File: src/rtl/seg_disp_pkg.sv
// Shared constants and helpers for the seven-segment display path
// (scanner, refresh tick, cathode decoder and their benches).
package seg_disp_pkg;
  localparam int SEG_NUM_DIGITS      = 8;
  localparam int DEFAULT_REFRESH_DIV = 100000;
  localparam logic [SEG_NUM_DIGITS-1:0] ANODE_ALL_OFF = '1;

  // Refresh counter width; a divider of 2 still needs one bit.
  function automatic int refresh_cnt_w(input int div);
    return (div < 2) ? 1 : $clog2(div);
  endfunction
endpackage

File: src/rtl/seg_scan_mux_if.sv
// Scanner-side bus: packed BCD digits and enables in, anode/count/slot tick out.
// Macro SEG_BLINK_EN adds the blink_mask signal.
interface seg_scan_mux_if
  import seg_disp_pkg::*;
#(
  parameter int NUM_DIGITS = SEG_NUM_DIGITS
) ();
  logic [NUM_DIGITS-1:0][3:0] digits;
  logic [NUM_DIGITS-1:0]      digit_en;
`ifdef SEG_BLINK_EN
  logic [NUM_DIGITS-1:0]      blink_mask;
`endif
  logic [NUM_DIGITS-1:0]      anode;
  logic [3:0]                 count;
  logic                       slot_tick;

`ifdef SEG_BLINK_EN
  modport master (output digits, digit_en, blink_mask, input anode, count, slot_tick);
  modport slave  (input digits, digit_en, blink_mask, output anode, count, slot_tick);
`else
  modport master (output digits, digit_en, input anode, count, slot_tick);
  modport slave  (input digits, digit_en, output anode, count, slot_tick);
`endif
endinterface

File: src/rtl/seg_refresh_tick.sv
// Modulo-DIV slot counter: registered tick while the counter holds DIV-1,
// plus combinational wrap / pre_last flags for the scanner.
module seg_refresh_tick
  import seg_disp_pkg::*;
#(
  parameter int DIV = DEFAULT_REFRESH_DIV
) (
  input  logic clk,
  input  logic rst_n,
  output logic tick,
  output logic wrap,
  output logic pre_last
);
  localparam int CW = refresh_cnt_w(DIV);

  logic [CW-1:0] cnt;

  assign wrap     = (cnt == CW'(DIV - 1));
  // Counter will hold DIV-1 after the coming edge.
  assign pre_last = (cnt == CW'(DIV - 2));

  always_ff @(posedge clk or negedge rst_n) begin
    if (!rst_n) begin
      cnt  <= '0;
      tick <= 1'b0;
    end else begin
      cnt  <= wrap ? '0 : cnt + CW'(1);
      tick <= pre_last;
    end
  end
endmodule

File: src/rtl/seg_scan_mux.sv
// 8-digit common-anode scanner: rotates one active-low anode per refresh slot
// and drives the matching BCD nibble on count. Macro SEG_BLINK_EN adds blinking.
module seg_scan_mux
  import seg_disp_pkg::*;
#(
  parameter int NUM_DIGITS  = SEG_NUM_DIGITS,
  parameter int REFRESH_DIV = DEFAULT_REFRESH_DIV,
  parameter int BLINK_SLOTS = 256
) (
  input  logic         clk,
  input  logic         reset_n,
  seg_scan_mux_if.slave bus
);
  localparam int IW = $clog2(NUM_DIGITS);
  localparam logic [IW-1:0]         LAST_IDX = IW'(NUM_DIGITS - 1);
  localparam logic [NUM_DIGITS-1:0] OFF      = ANODE_ALL_OFF[NUM_DIGITS-1:0];

  if (NUM_DIGITS < 2 || NUM_DIGITS > 8 || REFRESH_DIV < 2 || BLINK_SLOTS < 1) begin : g_bad_cfg
    $error("seg_scan_mux: illegal parameter set");
  end

  logic                  tick, wrap, pre_last;
  logic [IW-1:0]         idx;
  logic [NUM_DIGITS-1:0] sel;
  logic [NUM_DIGITS-1:0] anode_q;
  logic [3:0]            count_q;
  logic                  blink_dark;
  logic                  dark;

  seg_refresh_tick #(.DIV(REFRESH_DIV)) u_tick (
    .clk      (clk),
    .rst_n    (reset_n),
    .tick     (tick),
    .wrap     (wrap),
    .pre_last (pre_last)
  );

  always_ff @(posedge clk or negedge reset_n) begin
    if (!reset_n)  idx <= '0;
    else if (wrap) idx <= (idx == LAST_IDX) ? '0 : idx + IW'(1);
  end

`ifdef SEG_BLINK_EN
  localparam int FW = (BLINK_SLOTS > 1) ? $clog2(BLINK_SLOTS) : 1;
  logic [FW-1:0] frame_cnt;
  logic          phase;

  always_ff @(posedge clk or negedge reset_n) begin
    if (!reset_n) begin
      frame_cnt <= '0;
      phase     <= 1'b0;
    end else if (wrap && idx == LAST_IDX) begin
      if (frame_cnt == FW'(BLINK_SLOTS - 1)) begin
        frame_cnt <= '0;
        phase     <= ~phase;
      end else begin
        frame_cnt <= frame_cnt + FW'(1);
      end
    end
  end

  assign blink_dark = phase & bus.blink_mask[idx];
`else
  assign blink_dark = 1'b0;
`endif

  // Ghost guard keys on the counter's next value so the dark cycle lines up
  // with the counter holding REFRESH_DIV-1; the digit itself lags idx by one.
  assign sel  = NUM_DIGITS'(1) << idx;
  assign dark = pre_last | ~bus.digit_en[idx] | blink_dark;

  always_ff @(posedge clk or negedge reset_n) begin
    if (!reset_n) begin
      anode_q <= OFF;
      count_q <= 4'h0;
    end else begin
      anode_q <= dark ? OFF : ~sel;
      count_q <= bus.digits[idx];
    end
  end

  assign bus.anode     = anode_q;
  assign bus.count     = count_q;
  assign bus.slot_tick = tick;
endmodule
File: src/flat_wrapper.sv
// flat-port wrapper written by rule: the top's interface ports become plain ports
module seg_scan_mux_flat import seg_disp_pkg::*;
#(
  parameter int NUM_DIGITS  = SEG_NUM_DIGITS,
  parameter int REFRESH_DIV = DEFAULT_REFRESH_DIV,
  parameter int BLINK_SLOTS = 256
)
  (clk, reset_n, bus_digits, bus_digit_en, bus_anode, bus_count, bus_slot_tick);
  seg_scan_mux_if #(.NUM_DIGITS(NUM_DIGITS)) bus_i ();
  input  logic clk;
  input  logic reset_n;
  input wire logic [$bits(bus_i.digits)-1:0] bus_digits;
  input wire logic [$bits(bus_i.digit_en)-1:0] bus_digit_en;
  output wire logic [$bits(bus_i.anode)-1:0] bus_anode;
  output wire logic [$bits(bus_i.count)-1:0] bus_count;
  output wire logic [$bits(bus_i.slot_tick)-1:0] bus_slot_tick;
  assign bus_i.digits = bus_digits;
  assign bus_i.digit_en = bus_digit_en;
  assign bus_anode = bus_i.anode;
  assign bus_count = bus_i.count;
  assign bus_slot_tick = bus_i.slot_tick;
  seg_scan_mux #(.NUM_DIGITS(NUM_DIGITS), .REFRESH_DIV(REFRESH_DIV), .BLINK_SLOTS(BLINK_SLOTS)) u_core (.clk(clk), .reset_n(reset_n), .bus(bus_i));
endmodule
File: config.mk
export PLATFORM = sky130hd
export DESIGN_NAME = seg_scan_mux_flat
export DESIGN_NICKNAME = d
export VERILOG_FILES = /design/src/rtl/seg_disp_pkg.sv /design/src/rtl/seg_scan_mux_if.sv /design/src/rtl/seg_refresh_tick.sv /design/src/rtl/seg_scan_mux.sv /design/src/flat_wrapper.sv
export SDC_FILE = /design/constraint.sdc
export NUM_CORES = 1
export LEC_CHECK = 0
export CORE_ASPECT_RATIO = 0.9
export CORE_MARGIN = 1.5
export CORE_UTILIZATION = 61
export DETAILED_ROUTE_END_ITERATION = 12
export DONT_BUFFER_PORTS = 1
export PLACE_DENSITY_LB_ADDON = 0.12
export SETUP_SLACK_MARGIN = 0.05
export SYNTH_ARGS = -nofsm -noshare
export SYNTH_HDL_FRONTEND = slang
export SYNTH_SLANG_ARGS = --single-unit
File: constraint.sdc
create_clock -name clk -period 2.3 [get_ports clk]
set_input_delay 0.23 -clock clk [delete_from_list [all_inputs] [get_ports clk]]
set_output_delay 0.23 -clock clk [all_outputs]
set_load 0.05 [all_outputs]
Yosys cells after proc, flatten, opt, wreduce, memory -nomap -nowiden. Index checks and enable logic that the tools add are counted.

Eq/ne operators: 3. Add/subtract/negate cells: 2. Shift operators: 1. Mux-type cells: 7. Bitwise gates (word level): 3. Order comparisons: 1.

Operators by type and width (number): equality test 17 bit, second input constant (2); adder 17 x 1 -> 17 bit, second input constant (1); two-way mux 17 bit (1); binary-select mux 4 bit (select 3 bit) (1); two-way mux 8 bit (1); inverter 8 bit (1); left shift 1 x 3 -> 8 bit, first input constant (1); less-than comparator 3 x 4 -> 1 bit, second input constant (1); two-way mux 4 bit (1); adder 3 x 1 -> 3 bit, second input constant (1); binary-select mux 1 bit (select 3 bit) (1); equality test 3 bit, second input constant (1); two-way mux 3 bit (1); two-way mux 1 bit (1); inverter 1 bit (1); bitwise OR 1 bit (1).

Word-level logic and storage cells: 22. Bits in registers: 33. Input bits: 42.

Longest topological paths before layout.
Depth after elaboration: 5. Depth in mapped cells: 6. Gate-level depth less buffers: 5.

By module. A second synthesis with hierarchy kept.

Cells, all modules: 151. Area total of the unflattened synthesis: 1805.5 um^2.

By module, submodules not included: seg_scan_mux (cells each 73, instances 1, area each 932.1 um^2, seq. area each 385.4 um^2); seg_refresh_tick (cells each 78, instances 1, area each 873.3 um^2, seq. area each 450.4 um^2).

Worst setup path before layout. OpenSTA, ideal clock, no wires.

Kind: reg-to-reg. From: register u_core.u_tick.cnt[5]. To: register u_core.idx[0]. Data arrival time: 1.804 ns. Setup slack: 0.371 ns. Library setup time: 0.125 ns. Period minus slack after synthesis: 1.929 ns. Stages on the path, launching flop included: 5. Cell sequence: dfrtp_1 or4_4 nor4_4 and4_4 mux2_2.

Word-level cells in the longest chain between the ends: 1.

Ends and longest elaborated chain: start: declaration (RTL line seg_refresh_tick.sv:16) `logic [CW-1:0] cnt;`; start signal: assignment (RTL line seg_refresh_tick.sv:27) `cnt <= wrap ? '0 : cnt + CW'(1);`; equality test 17 bit (RTL line seg_refresh_tick.sv:18) `assign wrap = (cnt == CW'(DIV - 1));`; end signal: assignment (RTL line seg_scan_mux.sv:40) `else if (wrap) idx <= (idx == LAST_IDX) ? '0 : idx + IW'(1);`; end: declaration (RTL line seg_scan_mux.sv:23) `logic [IW-1:0] idx;`.

No other way between the ends. A chain may end at the register's enable or synchronous reset.

Worst setup path after layout. Same ends and word-level chain as after synthesis.

==> results by group <==
Routing
  – Top Layer Used: met4
  – Wire length on met2: between 1000 and 1500 um
  – Met1 WL: between 1000 and 1500 um
  – Vias: around 1100
  – DRC: 0
  – DRT antenna net count: 0
  – WL met3: ~180 um
  – Iteration-0 DRC Markers: 20
  – Vias per cell: 5.61
  – Routed wire per std cell: 14.8 um
  – Final WL: 2930 um
  – Total iterations of the first detailed-routing run: 4

Critical path
  – Worst Path Max Fanout: 6
  – Crit Path Class: reg -> reg
  – Critical Path End Type: flop
  – Flop2flop setup slack: roughly 0.24 ns
  – Capture point of the worst reg-to-reg path: u_core.idx[0]$_DFFE_PN0N_
  – Critical path required time: 2.54 ns
  – WP data arrival: 2.30 ns
  – R2r startpoint: u_core.u_tick.cnt[5]$_DFF_PN0_
  – Startpoint types: flop
  – R2R depth: 4
  – End point of the critical path: u_core.idx[0]$_DFFE_PN0N_
  – Critical path launch point: u_core.u_tick.cnt[5]$_DFF_PN0_

Synthesis
  – Avg Cell Area, Syn: 11.6 um^2
  – #FFs+latches synth: 33
  – Top post-synthesis cells by area: dfrtp_1, dfstp_2, mux4_2, xnor2_1, ha_1
  – Yosys top cell area share: 0.359
  – EDFF count, synth: 0
  – Count leader, synth: dfrtp_1
  – Yosys warns: 0
  – Top_reg_cell synth: dfrtp_1
  – Ys async rst share: 1.00
  – Top cells by count, synth: dfrtp_1, nand2_1, nor2_1
  – Synth area leader: dfrtp_1
  – Seq/Total Area, Yosys: 0.479
  – Syn Inst Count: 150
  – Net count after synthesis: 200
  – Synth cell types: 31
  – Netlist Area Pre-Place: 0.00174 mm^2

Layout
  – Layout cell share with drive strength beyond 1: 0.215
  – Layout area overhead: 9.11%
  – Finished Cell Area: 0.00190 mm^2
  – Final core occ: 0.698
  – ANT cells: 0
  – Final nets: 207

Run
  – Max-cap check violation count: 0

Clock tree
  – Root buffer cell: clkbuf_4
  – Clock Path Buffers: 2
  – CTS tree: built
  – Skew-Pair Late Insertion Delay: 0.34 ns
  – Post-CTS setup buffers: 0
  – H-tree levels: 2
  – Hold-fix buffer count after cts: 2
  – CTS buffer count: 5
  – Post-CTS Resized: 0
  – Reg clk slew, reported paths: 0.11 ns
  – CTS Sinks: 33

Timing
  – FMAX: ~0.48 GHz
  – RSZ-0062 raised after global routing: false
  – Setup TNS: 0 ns
  – Slew HR: 0.652
  – Max Slew Vio Count: 0
  – Least-Margin Pin Slew: roughly 0.51 ns
  – # setup viols final: 0
  – Period Utilization, post-route: 0.897
  – Final hold violations: 0
  – Final Critical Period: between 2 and 2.5 ns
  – Skew final: between 0.01 and 0.015 ns

Global route
  – Total GRT Usage: 0.204
  – Vias in the first global route: between 1000 and 1500
  – Gr ovfl total: 0
  – First-pass GRT wire length: 4690 um
  – Pin count of the biggest net entering global routing: 34
  – Initial antenna violation count: 0

Power
  – Max VDD drop: 397 uV
  – Leakage Power: 0.808 nW
  – Total Power: 0.00109 W
  – Pwr dens: between 500 and 600 mW/mm^2

Worst hold path
  – Hold depth: 3
  – Type of the worst min-delay path: in -> reg

Die
  – # IOs: 55
  – Die H: 53.7 um
  – CORE AREA: around 0.0027 mm^2
  – Die Width: 59.4 um
  – Row Count: 18
  – Initial core utilization: 0.640
  – Die ar.: 0.00319 mm^2

Placed design
  – Placed Area: 0.00179 mm^2
  – Final GP Congestion: 0.810
  – Post-DP HPWL: 2210 um
  – PortBufs: 0

Outcome
  – Outcome: completed
==> worst min path at each step <==
| stage | from | end | slack [ns] |
|---|---|---|---|
| finish | bus_digits[0] | u_core.bus.count[0]$_DFF_PN0_ | 0.21 |
| global route | bus_digits[0] | u_core.bus.count[0]$_DFF_PN0_ | 0.21 |
| CTS | bus_digits[0] | u_core.bus.count[0]$_DFF_PN0_ | 0.20 |
| detailed placement | reset_n | u_core.u_tick.cnt[14]$_DFF_PN0_ | -0.06 |
| global placement | reset_n | u_core.u_tick.cnt[11]$_DFF_PN0_ | -0.06 |
| floorplan | reset_n | u_core.bus.count[0]$_DFF_PN0_ | -0.07 |
==> final cells by class <==
type,count,area (um^2)
clock buffer,7,55.1
multi-input combinational,106,857
clock inverter,1,30.0
fill,207,822
tap,40,50.0
inverter,6,22.5
sequential,33,836
timing repair buffer,5,52.6
==> flip-flops by register name (all words and copies together) (netlist names) <==
name                cells
u_core.u_tick.cnt      17
u_core.u_tick.tick      1
u_core.bus.anode        8
u_core.bus.count        4
u_core.idx              3
==> routing by layer <==
metal,vias to the layer above,track usage
met5,-,0
met4,0,0.0568
met3,4,0.0745
met2,39,0.302
met1,534,0.282
li1,534,-
==> metrics by stage <==
| step | hold WS [ns] | worst slack (ns) | cells |
|---|---|---|---|
| 3_5_place_dp | -0.0649 | 0.254 | 188 |
| 3_3_place_gp | -0.0648 | 0.282 | 188 |
| 4_1_cts | 0.202 | 0.233 | 198 |
| 5_1_grt | 0.206 | 0.160 | 198 |
| 2_1_floorplan | -0.0656 | 0.371 | 150 |
| 6_report | 0.213 | 0.236 | 198 |
==> cell usage in the layout, fill, tap and decap left out <==
| cell type | count |
|---|---|
| dfstp_2 | 8 |
| nand3b_1 | 1 |
| nor3_1 | 3 |
| mux2_2 | 1 |
| and3_1 | 1 |
| a211oi_1 | 1 |
| nand2b_1 | 2 |
| nor2_1 | 15 |
| buf_4 | 3 |
| and4_4 | 1 |
| and2_2 | 1 |
| dlygate4sd3_1 | 1 |
| ha_1 | 8 |
| clkbuf_1 | 1 |
| xnor2_1 | 12 |
| dfrtp_1 | 25 |
| mux2i_1 | 2 |
| bufinv_16 | 1 |
| nor4_1 | 2 |
| inv_1 | 5 |
| nor4_4 | 1 |
| nand4_1 | 5 |
| a2111oi_0 | 2 |
| clkbuf_8 | 1 |
| clkbuf_4 | 5 |
| or4_4 | 1 |
| nor2b_1 | 2 |
| mux4_2 | 9 |
| nand4bb_4 | 1 |
| a21oi_1 | 1 |
| xor2_1 | 3 |
| buf_12 | 1 |
| nand3_1 | 10 |
| nand2_1 | 21 |
| clkinv_1 | 1 |
==> kinds of logic after synthesis <==
kind of cell               synth area share
and+or+nand+nor                       0.207
DFF                                   0.479
xor gates and xnor gates             0.0753
adders and majority gates            0.0574
AOI/OAI and AO/OA                    0.0172
buffers and inverters                0.0294
muxes                                 0.134
==> power by group <==
part	switching (W)	internal (W)	total [W]	leakage, nW
Sequential	0.0000179	0.000586	0.000604	0.410
Combinational	0.0000167	0.0000185	0.0000351	0.353
Clock	0.000190	0.000260	0.000449	0.0455
==> worst max-delay path: stages (launching register included) <==
cell     delay (ns)
dfrtp_1        0.45
or4_4          0.57
nor4_4         0.29
and4_4         0.31
mux2_2         0.34
(Power assumes the default switching activity.)
